File: src/rtl/onstate_ontransit_multi.sv
// Multi-channel IDLE/RUN/LAST activity tracker with combinational stop pulse,
// registered on-state flags, configurable LAST hold, retrigger and saturating run length.
module onstate_ontransit_multi #(
  parameter int unsigned NCH      = 4,
  parameter int unsigned CNT_W    = 8,
  parameter int unsigned LAST_LEN = 1
) (
  input  logic                   clk,
  input  logic                   rst_n,
  input  logic                   clr_i,
  input  logic                   retrig_i,
  input  logic [NCH-1:0]         do_i,
  output logic [NCH-1:0]         g_o,
  output logic [NCH-1:0]         r_o,
  output logic [NCH-1:0]         f_o,
  output logic [NCH-1:0]         len_vld_o,
  output logic [NCH*CNT_W-1:0]   len_out_o
);

  localparam int unsigned LCW = (LAST_LEN > 1) ? $clog2(LAST_LEN) : 1;

  typedef enum logic [1:0] {
    S_IDLE = 2'd0,
    S_RUN  = 2'd1,
    S_LAST = 2'd2
  } state_e;

  state_e               state_q [NCH];
  state_e               state_d [NCH];
  logic [LCW-1:0]       lcnt_q  [NCH];
  logic [LCW-1:0]       lcnt_d  [NCH];
  logic [CNT_W-1:0]     rcnt_q  [NCH];
  logic [CNT_W-1:0]     rcnt_d  [NCH];
  logic [NCH-1:0]       r_q, r_d;
  logic [NCH-1:0]       f_q, f_d;
  logic [NCH-1:0]       len_vld_q, len_vld_d;
  logic [NCH*CNT_W-1:0] len_out_q, len_out_d;
  logic [NCH-1:0]       g_c;

  // State and status registers for all channels
  always_ff @(posedge clk or negedge rst_n) begin
    if (!rst_n) begin
      for (int unsigned c = 0; c < NCH; c++) begin
        state_q[c] <= S_IDLE;
        lcnt_q[c]  <= '0;
        rcnt_q[c]  <= '0;
      end
      r_q       <= '0;
      f_q       <= '0;
      len_vld_q <= '0;
      len_out_q <= '0;
    end else begin
      for (int unsigned c = 0; c < NCH; c++) begin
        state_q[c] <= state_d[c];
        lcnt_q[c]  <= lcnt_d[c];
        rcnt_q[c]  <= rcnt_d[c];
      end
      r_q       <= r_d;
      f_q       <= f_d;
      len_vld_q <= len_vld_d;
      len_out_q <= len_out_d;
    end
  end

  // Per-channel next-state, counters and decoded outputs; clr overrides all channels
  always_comb begin
    len_out_d = len_out_q;
    g_c       = '0;
    len_vld_d = '0;
    r_d       = '0;
    f_d       = '0;
    for (int unsigned c = 0; c < NCH; c++) begin
      state_d[c] = state_q[c];
      lcnt_d[c]  = lcnt_q[c];
      rcnt_d[c]  = rcnt_q[c];
      case (state_q[c])
        S_IDLE: begin
          if (do_i[c]) begin
            state_d[c] = S_RUN;
            rcnt_d[c]  = CNT_W'(1);
          end
        end
        S_RUN: begin
          if (!do_i[c]) begin
            state_d[c]   = S_LAST;
            lcnt_d[c]    = LCW'(LAST_LEN - 1);
            g_c[c]       = 1'b1;
            len_vld_d[c] = 1'b1;
            len_out_d[c*CNT_W +: CNT_W] = rcnt_q[c];
          end else if (rcnt_q[c] != '1) begin
            rcnt_d[c] = rcnt_q[c] + CNT_W'(1);
          end
        end
        S_LAST: begin
          // Retrigger wins over expiry of the hold
          if (retrig_i && do_i[c]) begin
            state_d[c] = S_RUN;
            rcnt_d[c]  = CNT_W'(1);
          end else if (lcnt_q[c] == '0) begin
            state_d[c] = S_IDLE;
          end else begin
            lcnt_d[c] = lcnt_q[c] - LCW'(1);
          end
        end
        default: state_d[c] = S_IDLE;
      endcase
      if (clr_i) begin
        state_d[c]   = S_IDLE;
        lcnt_d[c]    = '0;
        rcnt_d[c]    = '0;
        g_c[c]       = 1'b0;
        len_vld_d[c] = 1'b0;
        len_out_d[c*CNT_W +: CNT_W] = len_out_q[c*CNT_W +: CNT_W];
      end
      r_d[c] = (state_d[c] == S_RUN);
      f_d[c] = (state_d[c] == S_LAST);
    end
  end

  assign g_o       = g_c;
  assign r_o       = r_q;
  assign f_o       = f_q;
  assign len_vld_o = len_vld_q;
  assign len_out_o = len_out_q;

endmodule

File: config.mk
export PLATFORM = sky130hd
export DESIGN_NAME = onstate_ontransit_multi
export DESIGN_NICKNAME = d
export VERILOG_FILES = /design/src/rtl/onstate_ontransit_multi.sv
export SDC_FILE = /design/constraint.sdc
export NUM_CORES = 1
export LEC_CHECK = 0
export CAP_MARGIN = 20
export CORE_ASPECT_RATIO = 1.2
export CORE_UTILIZATION = 55
export DETAILED_ROUTE_END_ITERATION = 8
export GPL_TIMING_DRIVEN = 0
export PLACE_DENSITY = 0.86
export SYNTH_ARGS = -nofsm -noshare
export SYNTH_HDL_FRONTEND = slang
export SYNTH_SLANG_ARGS = --single-unit
File: constraint.sdc
create_clock -name clk -period 2.4 [get_ports clk]
set_input_delay 0.48 -clock clk [delete_from_list [all_inputs] [get_ports clk]]
set_output_delay 0.48 -clock clk [all_outputs]
set_load 0.02 [all_outputs]
==> results of run 1 <==
-- cell type report --
| cell class | count | area (µm²) | area share [%] |
|---|---|---|---|
| Timing Repair Buffer | 57 | 563 | 11.2 |
| Clock inverter | 4 | 75.1 | 1.49 |
| Clock buffer | 11 | 131 | 2.61 |
| Multi-Input combinational cell | 254 | 1900 | 37.6 |
| Inverter | 17 | 63.8 | 1.27 |
| Buffer | 16 | 93.8 | 1.86 |
| Tap cell | 90 | 113 | 2.23 |
| Sequential cell | 84 | 2100 | 41.7 |
-- registers in the layout (all words and copies together), names as in the netlist --
register	count
r_o	4
f_o	4
len_out_o	32
len_vld_o	4
rcnt_q	32
state_q	8
-- cell families after synthesis --
group	Yosys count	synth area share, %
muxes	35	9.46
AOI/OAI and AO/OA	88	15.4
DFF	84	50.9
and+or+nand+nor	119	16.9
adders and majority gates	12	3.64
buffers and inverters	33	3.61
-- cell usage after synthesis (3+ instances only) --
library cell / number
a211oi_1: 3
a21boi_1: 4
a21oi_1: 11
a31oi_1: 3
a41oi_1: 3
and2_1: 4
and3_1: 6
buf_1: 3
buf_2: 4
clkbuf_1: 5
dfrtp_1: 84
ha_1: 12
inv_1: 16
mux2_2: 32
mux2i_1: 3
nand2_1: 21
nand2b_1: 5
nand3_1: 9
nand4_1: 8
nor2_1: 16
nor2b_1: 3
nor3_1: 7
nor3_2: 3
nor3b_1: 3
o211ai_1: 3
o21ai_0: 16
o21bai_1: 4
o31ai_1: 13
or3_1: 6
or4_1: 9
-- final timing paths --
kind,endpoint,slack (ps),startpoint,depth (start not counted)
max,g_o[3],80,clr_i,5
min in group clk,f_o[2],420,do_i[2],2
min reg2reg,len_out_o[13],510,len_out_o[13],1
max reg2reg,rcnt_q[29],310,state_q[6],7
max in group asynchronous,rcnt_q[16],1690,rst_n,2
min,len_out_o[20],100,rst_n,1
-- through the flow --
step           power (mW)  setup TNS (ps)  setup slack (ps)
4_1_cts              3.07               0              12.4
6_report             3.06               0              75.5
3_3_place_gp         1.97         -176680             -2080
3_5_place_dp         1.99           -2200              -602
2_1_floorplan        1.80               0               399
5_1_grt              3.16               0              5.55
-- metal layers --
metal	track usage [%]	routed length, µm
met1	31.2	3730
met4	12.2	149
met2	39.2	4410
met5	0	0
met3	3.77	468
-- power by group through the flow --
stage	combinational, mW	clock, mW	sequential, mW
final	0.462	1.08	1.51
after global routing	0.504	1.14	1.52
after CTS	0.464	1.09	1.51
after detailed placement	0.454	0	1.54
after global placement	0.431	0	1.54
after floorplan	0.222	0	1.58
-- worst max-delay path, cell delays in order --
cell	delay (ps)
clkdlybuf4s50_1	440
buf_4	200
clkbuf_4	210
nor3_2	220
clkdlybuf4s15_2	280
-- timing repair --
action                                  4_1_cts  5_1_grt
endpoints found under the setup margin        4        3
buffers inserted                              2        0
pin swaps                                     2        0
resized for setup                            17        5
==> impl_metrics.ini, run 1 <==
[cells_and_area]
layout_commonest_cell = dfrtp_1
layout_common_cells = dfrtp_1, clkdlybuf4s50_1, mux2_2
nets = 459
fillers = 550
drive_gt1_share_pct = 18.3
area_delta_synth_final_pct = 22.1
antenna-diode-count = 0
final_util_pct = 69.3
fin_cells = 533
final_cell_area_um2 = 5040

[logic_synthesis]
ys_warn_count = 0
synthCells = 371
ys_ff_latch = 84
syn-num-nets = 391
ys.flop_type = dfrtp_1
yosysTopAreaCell = dfrtp_1
syn_area_per_cell_um2 = 11.1
synthArstFlopShare_pct = 100
seq_area_frac_synth_pct = 50.9
synth_cell_type_count = 66
synth_edf_count = 0
ys_top_cells_by_area = dfrtp_1, mux2_2, ha_1, o31ai_1, o21ai_0
syn_area_um2 = 4130
yosysTopAreaCellShare_pct = 50.9

[drt]
via_per_inst = 6.16
dr.pass1.iters = 5
dr.first_iter.drc_count = 201
wl_per_cell_um = 16.4
vias = 3285
drt_wl_total_mm = 8.76
drcViolationCount = 0
final_antenna_net_count = 0

[hold_path]
worstHoldPathType = in -> async

[place]
gp_congestion = 0.866
dp_cells = 516
portBuffers = 54
post_dp_cell_area_um2 = 4800
hpwl_mm = 5.98

[clock_tree]
cts.clk_slew.worst_paths_ps = 80
cts_sinks = 84
htreeDepth = 3
cts_made_buffers = 9
cts_tree = built
hold_buffers = 0
cts_buffer_depth = 2
root_buffer = clkbuf_8
worstSkewPairLatency_ps = 360

[pwr]
p_switching_mw = 0.810
sequentialPowerShare_pct = 49.5
vdd_drop_max_mv = 0.402
swShare_pct = 26.5
pwr_density_cell_nw_per_um2 = 606
comb_power_share_pct = 15.1
pwr-share-clk_pct = 35.4
leakagePower_nw = 2.19
intPower_mw = 2.25

[timing]
drv_slew = 0
worst_pin_slew_ps = 718
fin_skew_ps = 6.57
fin_crit_sh_pct = 96.9
hold_viol_final = 0
max_clock_freq_mhz = 430
hold_ws_ps = 98.1
rsz0062_at_grt = false
max_slew_margin_pct = 51.9
fin_crit_ps = 2320
setup_violations = 0

[floorplan]
die_x_um = 81.1
chipHeight_um = 96.9
dieArea_um2 = 7860
core-area_um2 = 7270
start_util_pct = 56.7
boundaryPins = 56
rows = 34

[setup_path]
required_ps = 1920
critPathCaptureType = primary output
arrival_ps = 1840
crit_type = in -> out
startpoint_type = input pin
crit_fanout = 10

[global_routing]
grt_max_degree = 44
grt_pass1_vias = 3255
globalRoute.totalOverflow = 0
grt_pass1_wl_mm = 15.0
antenna_found_initial = 0
grt_util_all_layers_pct = 24.3

[job]
maxCapViolCount = 0

[run_status]
outcome = completed
(Power assumes the default switching activity.)
==> run 2: changes to the inputs <==
--- a/config.mk
+++ b/config.mk
@@ -11,6 +11,7 @@
 export DETAILED_ROUTE_END_ITERATION = 8
 export GPL_TIMING_DRIVEN = 0
 export PLACE_DENSITY = 0.86
+export SKIP_CTS_REPAIR_TIMING = 1
 export SYNTH_ARGS = -nofsm -noshare
 export SYNTH_HDL_FRONTEND = slang
 export SYNTH_SLANG_ARGS = --single-unit
==> impl_metrics.ini, run 2 (synthesized netlist as in run 1, its figures left out) <==
[floorplan]
core-area_um2 = 7270
rows = 34
start_util_pct = 56.7
die_x_um = 81.1
dieArea_um2 = 7860
chipHeight_um = 96.9
boundaryPins = 56

[cells_and_area]
final_util_pct = 69.9
final-seq-area_um2 = 2100
layout_common_cells = dfrtp_1, clkdlybuf4s50_1, mux2_2
antenna-diode-count = 0
area_delta_synth_final_pct = 23.2
layout_commonest_cell = dfrtp_1
fin_cells = 541
nets = 467
drive_gt1_share_pct = 20.0
multi_input_area_um2 = 1900
fillers = 552

[timing]
setup_tns_ps = 0
fin_ws_ps = 95.1
drv_slew = 0
fin_crit_ps = 2300
worst_pin_slew_ps = 716
setup_violations = 0
fin_skew_ps = 5.73
fin_crit_sh_pct = 96.0
hold_viol_final = 0
max_slew_margin_pct = 52.0
hold_ws_ps = 98.4
max_clock_freq_mhz = 434

[drt]
wl_met1_mm = 3.75
final_antenna_net_count = 0
via_per_inst = 6.15
vias = 3326
met2_length_mm = 4.39
dr.first_iter.drc_count = 211
wl_per_cell_um = 16.1
met3WireLength_um = 395
top_layer = met4
drt_wl_total_mm = 8.71
dr.pass1.iters = 4
drcViolationCount = 0

[setup_path]
r2r-end = rcnt_q[29]
crit_fanout = 10
critPathCaptureType = primary output
crit_cells = 5
startpoint_type = input pin
arrival_ps = 1820
cp_num_buf_inv = 3
crit_type = in -> out
crit_slowest_cell = clkdlybuf4s50_1
required_ps = 1920
r2r_start = state_q[6]
crit_chain = clkdlybuf4s50_1, or3b_1, buf_6, nor2_1, clkbuf_2
r2r_setup_slack_ps = 310
critPathMaxStageDelay_ps = 440
reg2reg_depth = 7
critical-path-top-delay-family = buffers and inverters

[clock_tree]
cts_buffer_depth = 2
cts_tree = built
htreeDepth = 3
root_buffer = clkbuf_8
worstSkewPairLatency_ps = 350
cts.clk_slew.worst_paths_ps = 80
cts_made_buffers = 9
cts_sinks = 84

[global_routing]
grt_pass1_wl_mm = 14.8
antenna_found_initial = 0
grt_pass1_vias = 3238
globalRoute.totalOverflow = 0
grt_util_all_layers_pct = 24.0
grt_max_degree = 44

[pwr]
leakagePower_nw = 2.23
vdd_drop_max_mv = 0.396
pwr_density_cell_nw_per_um2 = 601

[place]
dp_cells = 516
hpwl_mm = 5.98
portBuffers = 54
dpl_worst_slack_ps = -602
gp_congestion = 0.866

[run_status]
outcome = completed

[hold_path]
worstHoldPathType = in -> async

[job]
maxCapViolCount = 0
[run 2: cell type report]
cell class / count / area share, %
multi-input combinational: 254 / 37.3
tap: 90 / 2.21
clock buffer: 11 / 2.58
inverter: 17 / 1.25
clock inverter: 4 / 1.48
sequential: 84 / 41.3
timing repair buffer: 65 / 12.1
buffer: 16 / 1.75
[run 2: how the worst max path moves through the flow]
stage                           from       endpoint  slack, ps
final                          clr_i         g_o[2]        100
after global routing      state_q[7]         g_o[0]         -2
after CTS                 state_q[5]         g_o[1]       -850
after detailed placement       clr_i         g_o[0]       -600
after global placement         rst_n  len_out_o[26]      -2080
after floorplan           state_q[5]  len_out_o[10]        400
[run 2: where the power goes]
group	switching, mW	internal, mW	leakage, nW	total, mW
Combinational	0.268	0.200	0.983	0.468
Sequential	0.0416	1.47	1.15	1.51
Clock	0.496	0.581	0.0956	1.08
[run 2: stage by stage]
stage	area [µm²]	power, mW
global placement	4780	1.97
floorplan	4130	1.80
detailed placement	4800	1.99
CTS	5000	3.06
global route	5090	3.17
finish	5090	3.06
[run 2: metal layers]
metal / up-vias / GRT usage [%]
li1: 1552 / -
met1: 1639 / 30.7
met2: 110 / 38.7
met3: 25 / 3.77
met4: 0 / 12.5
met5: - / 0
